<file path="src/rtl/fpu_addsub_sched.sv">
// ---------------------------------------------------------------------------
// fpu_addsub_sched
//
// Shares one combinational floating-point add/sub datapath between NReq
// requesters. A round-robin arbiter picks one requester per accept cycle.
// Its operands are registered onto the datapath inputs for one cycle, and the
// result is captured into a tagged response register. The response is then
// returned through a valid/ready handshake. Only one operation is in flight
// at a time.
//
// Ports
//   clk_i, rst_ni           clock (rising edge), asynchronous active-low reset
//   req_valid_i [NReq]      requester i has an operation pending
//   req_ready_o [NReq]      one-hot grant, asserted only in accept cycles
//   req_sub_i   [NReq]      1 = in1 - in2, 0 = in1 + in2
//   req_in1_i/req_in2_i     packed operands, requester i at [i*FpW +: FpW]
//   au_sub_o/au_in1_o/au_in2_o  registered operands to the datapath
//   au_out_i/au_cc_i/au_flags_i result, {Z,C,N,V} and status flags from datapath
//   rsp_valid_o/rsp_ready_i response handshake
//   rsp_id_o                tag of the requester that issued the operation
//   rsp_out_o/rsp_cc_o/rsp_flags_o  captured result fields
//   busy_o                  scheduler is not idle
// ---------------------------------------------------------------------------
module fpu_addsub_sched #(
    parameter int unsigned NReq = 4,
    parameter type         FpT  = logic [15:0],
    localparam int unsigned FpW = $bits(FpT),
    localparam int unsigned IdW = (NReq > 1) ? $clog2(NReq) : 1
) (
    input  logic                clk_i,
    input  logic                rst_ni,
    input  logic [NReq-1:0]     req_valid_i,
    output logic [NReq-1:0]     req_ready_o,
    input  logic [NReq-1:0]     req_sub_i,
    input  logic [NReq*FpW-1:0] req_in1_i,
    input  logic [NReq*FpW-1:0] req_in2_i,
    output logic                au_sub_o,
    output logic [FpW-1:0]      au_in1_o,
    output logic [FpW-1:0]      au_in2_o,
    input  logic [FpW-1:0]      au_out_i,
    input  logic [3:0]          au_cc_i,
    input  logic [4:0]          au_flags_i,
    output logic                rsp_valid_o,
    input  logic                rsp_ready_i,
    output logic [IdW-1:0]      rsp_id_o,
    output logic [FpW-1:0]      rsp_out_o,
    output logic [3:0]          rsp_cc_o,
    output logic [4:0]          rsp_flags_o,
    output logic                busy_o
);

    typedef enum logic [1:0] {
        StIdle = 2'd0,
        StExec = 2'd1,
        StDone = 2'd2
    } state_e;

    state_e         state_q, state_d;
    logic [IdW-1:0] rr_ptr_q, rr_ptr_d;
    logic [IdW-1:0] tag_q, tag_d;
    logic           au_sub_q, au_sub_d;
    logic [FpW-1:0] au_in1_q, au_in1_d;
    logic [FpW-1:0] au_in2_q, au_in2_d;
    logic [IdW-1:0] rsp_id_q, rsp_id_d;
    logic [FpW-1:0] rsp_out_q, rsp_out_d;
    logic [3:0]     rsp_cc_q, rsp_cc_d;
    logic [4:0]     rsp_flags_q, rsp_flags_d;

    logic           accept;
    logic           grant_found;
    logic [IdW-1:0] grant_idx;
    logic [IdW-1:0] cand;

    // A new operation may start when idle, or when the pending response is
    // being consumed in this same cycle (back-to-back issue).
    assign accept = (state_q == StIdle) || ((state_q == StDone) && rsp_ready_i);

    // Round-robin search starting just after the last granted requester.
    always_comb begin
        grant_found = 1'b0;
        grant_idx   = '0;
        cand        = '0;
        for (int unsigned k = 1; k <= NReq; k++) begin
            cand = IdW'((32'(rr_ptr_q) + k) % NReq);
            if (!grant_found && req_valid_i[cand]) begin
                grant_found = 1'b1;
                grant_idx   = cand;
            end
        end
    end

    always_comb begin
        req_ready_o = '0;
        if (accept && grant_found) begin
            req_ready_o = NReq'(1) << grant_idx;
        end
    end

    always_comb begin
        state_d     = state_q;
        rr_ptr_d    = rr_ptr_q;
        tag_d       = tag_q;
        au_sub_d    = au_sub_q;
        au_in1_d    = au_in1_q;
        au_in2_d    = au_in2_q;
        rsp_id_d    = rsp_id_q;
        rsp_out_d   = rsp_out_q;
        rsp_cc_d    = rsp_cc_q;
        rsp_flags_d = rsp_flags_q;

        unique case (state_q)
            StIdle: state_d = StIdle;
            StExec: begin
                // Operands have been stable on au_* for this whole cycle.
                rsp_id_d    = tag_q;
                rsp_out_d   = au_out_i;
                rsp_cc_d    = au_cc_i;
                rsp_flags_d = au_flags_i;
                state_d     = StDone;
            end
            StDone: begin
                if (rsp_ready_i) begin
                    state_d = StIdle;
                end
            end
            default: state_d = StIdle;
        endcase

        if (accept && grant_found) begin
            state_d  = StExec;
            rr_ptr_d = grant_idx;
            tag_d    = grant_idx;
            au_sub_d = req_sub_i[grant_idx];
            au_in1_d = req_in1_i[32'(grant_idx) * FpW +: FpW];
            au_in2_d = req_in2_i[32'(grant_idx) * FpW +: FpW];
        end
    end

    always_ff @(posedge clk_i or negedge rst_ni) begin
        if (!rst_ni) begin
            state_q     <= StIdle;
            rr_ptr_q    <= IdW'(NReq - 1);
            tag_q       <= '0;
            au_sub_q    <= 1'b0;
            au_in1_q    <= '0;
            au_in2_q    <= '0;
            rsp_id_q    <= '0;
            rsp_out_q   <= '0;
            rsp_cc_q    <= '0;
            rsp_flags_q <= '0;
        end else begin
            state_q     <= state_d;
            rr_ptr_q    <= rr_ptr_d;
            tag_q       <= tag_d;
            au_sub_q    <= au_sub_d;
            au_in1_q    <= au_in1_d;
            au_in2_q    <= au_in2_d;
            rsp_id_q    <= rsp_id_d;
            rsp_out_q   <= rsp_out_d;
            rsp_cc_q    <= rsp_cc_d;
            rsp_flags_q <= rsp_flags_d;
        end
    end

    assign au_sub_o    = au_sub_q;
    assign au_in1_o    = au_in1_q;
    assign au_in2_o    = au_in2_q;
    assign rsp_valid_o = (state_q == StDone);
    assign rsp_id_o    = rsp_id_q;
    assign rsp_out_o   = rsp_out_q;
    assign rsp_cc_o    = rsp_cc_q;
    assign rsp_flags_o = rsp_flags_q;
    assign busy_o      = (state_q != StIdle);

endmodule

</file>
<file path="config.mk">
export PLATFORM = sky130hd
export DESIGN_NAME = fpu_addsub_sched
export DESIGN_NICKNAME = d
export VERILOG_FILES = /design/src/rtl/fpu_addsub_sched.sv
export SDC_FILE = /design/constraint.sdc
export NUM_CORES = 1
export LEC_CHECK = 0
export CORE_MARGIN = 2
export CORE_UTILIZATION = 37
export DETAILED_ROUTE_END_ITERATION = 10
export PLACE_DENSITY = 0.85
export SYNTH_ARGS = -nofsm -noshare
export SYNTH_HDL_FRONTEND = slang
export SYNTH_SLANG_ARGS = --single-unit
</file>
<file path="constraint.sdc">
create_clock -name clk_i -period 2.55 [get_ports clk_i]
set_input_delay 0.51 -clock clk_i [delete_from_list [all_inputs] [get_ports clk_i]]
set_output_delay 0.51 -clock clk_i [all_outputs]
set_load 0.01 [all_outputs]
</file>
==> impl_summary.md <==
Critical path
The element type at the critical path end is a primary output. The classification of the worst setup path is flip-flop to primary output. The worst reg-to-reg setup slack is 0.33 ns. In this run the critical register-to-register path is captured at au_in2_o[12]. The data arrival time at the worst-slack endpoint is roughly 2.0 ns. Among all stages on the critical path, the largest delay is contributed by sky130_fd_sc_hd__dfstp_2. STA puts the critical path data required time at 2.04 ns.

The critical path's largest stage delay is slightly above 0.6 ns. The maximum fanout along the worst path is 4. The signal on the critical path passes through buf_6, buf_4, o22ai_1, nor2b_1, or3_4, nor2_2, buf_2.

The startpoint identified for the worst register-to-register timing path is rr_ptr_q[1]. The logic depth of the worst register-to-register path is 6. The worst setup path is launched from a flip-flop.

Die
Once the floorplan was initialized, standard cells occupied between 30% and 40% of the core. The die covers 0.0108 mm². The die is 104 µm wide.

The top-level I/O count is 230. The die is 104 µm tall. In this run the core area contains 36 standard-cell rows. In this run the standard cell core region covers 0.00973 mm².

Power and ir drop
The leakage power total is about 2.7 nW. The relative contribution of the clock network to total power is 11.6%. The internal portion of the total power is 4.18 mW. Net switching is approximately 38% of the power.

Dividing total power by cell area gives a power density of 1040 mW/mm². Summed over all nets, the switching power comes to 2.55 mW. The combinational power share is about three fifths. In this run, flip-flops and latches consume 28.2% of the power.

VDD sags by at most a little under 0.5 mV. After layout, the design draws a total of 6.73 mW.

Layout
The fraction of layout cells with a size suffix above 1 is about 15%. The area growth from synthesis to layout is 75.1%. With fillers left out, the area of the finished cells amounts to 0.00648 mm². The number of antenna repair diodes is 0. The flip-flop and latch area is approximately 0.0017 mm².

The area taken by multi-input logic gates is 0.00192 mm². The final layout net count is 769. The filler cell count in the final layout is 754.

Detailed routing
The count of nets left with antenna violations after detail routing is 0. The count of routing violations after the opening detailed-route iteration is 170. The sum of routed wire length over all layers is 13200 µm. The average routed wire per standard cell is approximately 18 µm. After detailed routing, the number of remaining DRC violations is 0.

In the routed layout, each cell is associated on average with a via count of roughly 5.3. The count of vias placed by the detailed router is 3915. For this run, the detailed router's first-pass iteration total came to 5.

Synth
Synthesis inferred 66 register bits. The count of flip-flops with a built-in enable after synthesis is 0. In the synthesized netlist the dominant register cell turns out to be sky130_fd_sc_hd__dfrtp_1.

After Yosys synthesis, and, or, nand and nor cells account for 11.8% of the synthesized area. The leading area contributor after synthesis is sky130_fd_sc_hd__dfrtp_1. For this run, asynchronously set or reset flops after synthesis account for 100%. The synthesized netlist devotes 21.3% of its cell area to compound gates. After synthesis the cells add up to 0.00370 mm².

After synthesis, the share of cell area in mux cells is 17.4%. When the netlist entered floorplanning its net count stood at 530. After synthesis, the largest family of logic cells by area is compound AO/OA/AOI/OAI gates. Of the total synthesized cell area, the portion taken by XOR and XNOR cells is 0%. The distinct cell type count after synthesis is 37. The Yosys warning count is 0.

The cell count after synthesis came out at 366. Sequential cells were found to cover about 45% of the synthesized design area. The top cell type by area accounts for 43.2% of the synthesized area. After synthesis, the cell types taking the most area are sky130_fd_sc_hd__dfrtp_1 43%, sky130_fd_sc_hd__mux2i_1 8.9%, sky130_fd_sc_hd__mux2_2 7.9%, sky130_fd_sc_hd__a21o_1 6.7%, sky130_fd_sc_hd__o211ai_1 6.7%. After Yosys synthesis, full adders, half adders and majority gates account for 0% of the synthesized area. The average cell area after synthesis is 10.1 µm².

Global routing
The total global routing track utilization is 24.6%. The first-pass GRT wire length is 21100 µm. The number of antenna violations at the first check in global routing is 0.

The overall overflow remaining after global route is 0. The pin count of the biggest net entering global routing is 55. The number of global-route vias before repair was 4137.

CTS
After clock tree synthesis, the flow added hold-fix buffers numbering 0. The clock reaches the later pin of the worst-skew pair after around 0.34 ns. The CTS H-tree depth is 3. The maximum root-to-sink buffer count is 2. The TritonCTS buffer count is 9. After clock tree synthesis, the clock-pin slew on the worst setup and hold paths is 0.07 ns. The cell at the root of the clock tree is sky130_fd_sc_hd__clkbuf_8. TritonCTS built the clock tree. CTS saw 66 sinks.

Timing
On the final layout, the worst clock skew is 0.00675 ns. For the finished layout, the period the worst path requires is between 2 and 3 ns. The setup total negative slack is 0 ns. The count of endpoints failing hold in the final timing report is 0.

The max-slew violation total from the final report is 0. Derived from the worst setup path, the maximum achievable clock frequency is between 0.3 and 0.4 GHz. The slew of the pin with the lowest slew margin is 0.599 ns. The worst pin sits at a relative slew slack of 60.0%. The final-report setup violation count is 0. The final critical path takes up 99.0% of the cycle. Setup slack on the critical path of the routed design comes to ~0.024 ns.

Run
Across the run, the number of max-cap violations was 0.

Placement
The total half-perimeter wirelength after legalization and detailed placement is between 9000 and 10000 µm. Summing all placed instances gives a cell area of 0.00627 mm². OpenSTA, run right after detailed placement, puts the worst setup slack at -0.612 ns. The final weighted congestion in routability-driven placement is roughly 0.86. The number of I/O port buffers is 229.

Worst hold path
The type of the most critical hold path is input port to asynchronous set/reset pin.

Outcome
The flow ran to the end, and the final reports show no timing, DRC or antenna violations.
-- sequential cells by signal, summed over array words and instances, names as in the netlist --
register	count
au_in1_o	16
au_in2_o	16
au_sub_o	1
rr_ptr_q	2
rsp_cc_o	4
rsp_flags_o	5
rsp_id_o	2
rsp_out_o	16
state_q	2
tag_q	2
-- Yosys cell counts (2+ instances only) --
library cell	n
sky130_fd_sc_hd__inv_2	2
sky130_fd_sc_hd__a21oi_1	2
sky130_fd_sc_hd__dfrtp_1	64
sky130_fd_sc_hd__mux2_2	26
sky130_fd_sc_hd__o21ai_0	33
sky130_fd_sc_hd__nor2_1	7
sky130_fd_sc_hd__o211ai_1	33
sky130_fd_sc_hd__a21o_1	33
sky130_fd_sc_hd__o21ai_1	3
sky130_fd_sc_hd__nor2b_1	3
sky130_fd_sc_hd__clkbuf_1	12
sky130_fd_sc_hd__nand3_1	33
sky130_fd_sc_hd__buf_6	3
sky130_fd_sc_hd__inv_1	3
sky130_fd_sc_hd__dfstp_2	2
sky130_fd_sc_hd__buf_2	9
sky130_fd_sc_hd__buf_4	4
sky130_fd_sc_hd__nand2_1	41
sky130_fd_sc_hd__mux2i_1	33
sky130_fd_sc_hd__or2_2	2
sky130_fd_sc_hd__or3_1	2
-- cell usage in the layout, fill, tap and decap left out, types with 3 or more instances in the layout --
cell	instances
sky130_fd_sc_hd__nor2_1	5
sky130_fd_sc_hd__o21ai_0	33
sky130_fd_sc_hd__buf_4	20
sky130_fd_sc_hd__clkinv_2	3
sky130_fd_sc_hd__nor2b_1	3
sky130_fd_sc_hd__mux2_2	26
sky130_fd_sc_hd__dfrtp_1	64
sky130_fd_sc_hd__nand2_1	41
sky130_fd_sc_hd__a21o_1	33
sky130_fd_sc_hd__clkbuf_8	10
sky130_fd_sc_hd__buf_12	6
sky130_fd_sc_hd__inv_1	3
sky130_fd_sc_hd__clkdlybuf4s50_1	220
sky130_fd_sc_hd__o21ai_1	3
sky130_fd_sc_hd__o211ai_1	33
sky130_fd_sc_hd__dlygate4sd2_1	3
sky130_fd_sc_hd__nand3_1	33
sky130_fd_sc_hd__mux2i_1	33
sky130_fd_sc_hd__buf_2	5
-- repair_timing --
item | in CTS | in global routing
endpoints found under the setup margin | 4 | 3
pin swaps | 4 | 1
buffers inserted | 3 | 1
resized for setup | 22 | 7
-- per-stage QoR --
stage	hold slack, ns	cells	utilization [%]
after global placement	0.417	723	64.5
final	0.0530	743	66.6
after CTS	0.0446	742	66.5
after detailed placement	0.422	723	64.5
after floorplan	0.214	366	-
after global routing	0.0529	743	66.6
-- logic make-up after synthesis --
logic type | count (synthesis)
mux | 60
buf+inv | 34
compound gates | 113
simple gates | 93
flops | 66
-- metal layers --
layer / vias up / global-route usage (%) / routed length (µm)
li1: 1803 / - / -
met5: - / 0 / 0
met2: 234 / 44.3 / 6660
met1: 1847 / 27.2 / 5040
met4: 0 / 8.40 / 336
met3: 31 / 7.89 / 1190
-- layout make-up --
type	count	area share [%]
Timing Repair Buffer	257	39.4
Multi-Input combinational cell	266	29.6
Sequential cell	66	25.5
Tap cell	133	2.57
Clock buffer	11	2.18
Clock inverter	5	0.463
Inverter	5	0.289
-- power groups by stage --
stage	clock network, mW	registers (mW)	logic [mW]
6_report	0.780	1.90	4.05
5_1_grt	0.845	1.97	4.33
4_1_cts	0.798	1.90	4.04
2_1_floorplan	0	2.09	1.83
3_5_place_dp	0	1.92	3.99
3_3_place_gp	0	1.88	3.90
-- critical path: cells and delay by family, from the launching register on --
| family | cells | cell delay [ns] |
|---|---|---|
| AO/OA/AOI/OAI | 1 | 0.07 |
| flip-flops | 1 | 0.62 |
| buffers and inverters | 3 | 0.37 |
| AND/OR/NAND/NOR | 3 | 0.62 |
-- how the worst max path moves through the flow --
stage                   startpoint             end
global placement    req_valid_i[3]  req_ready_o[1]
CTS                    rr_ptr_q[1]  req_ready_o[1]
finish                 rr_ptr_q[1]  req_ready_o[2]
global route           rr_ptr_q[1]  req_ready_o[2]
detailed placement  req_valid_i[3]  req_ready_o[1]
floorplan              rr_ptr_q[1]  req_ready_o[0]
Power figures use the tool's default switching activity.
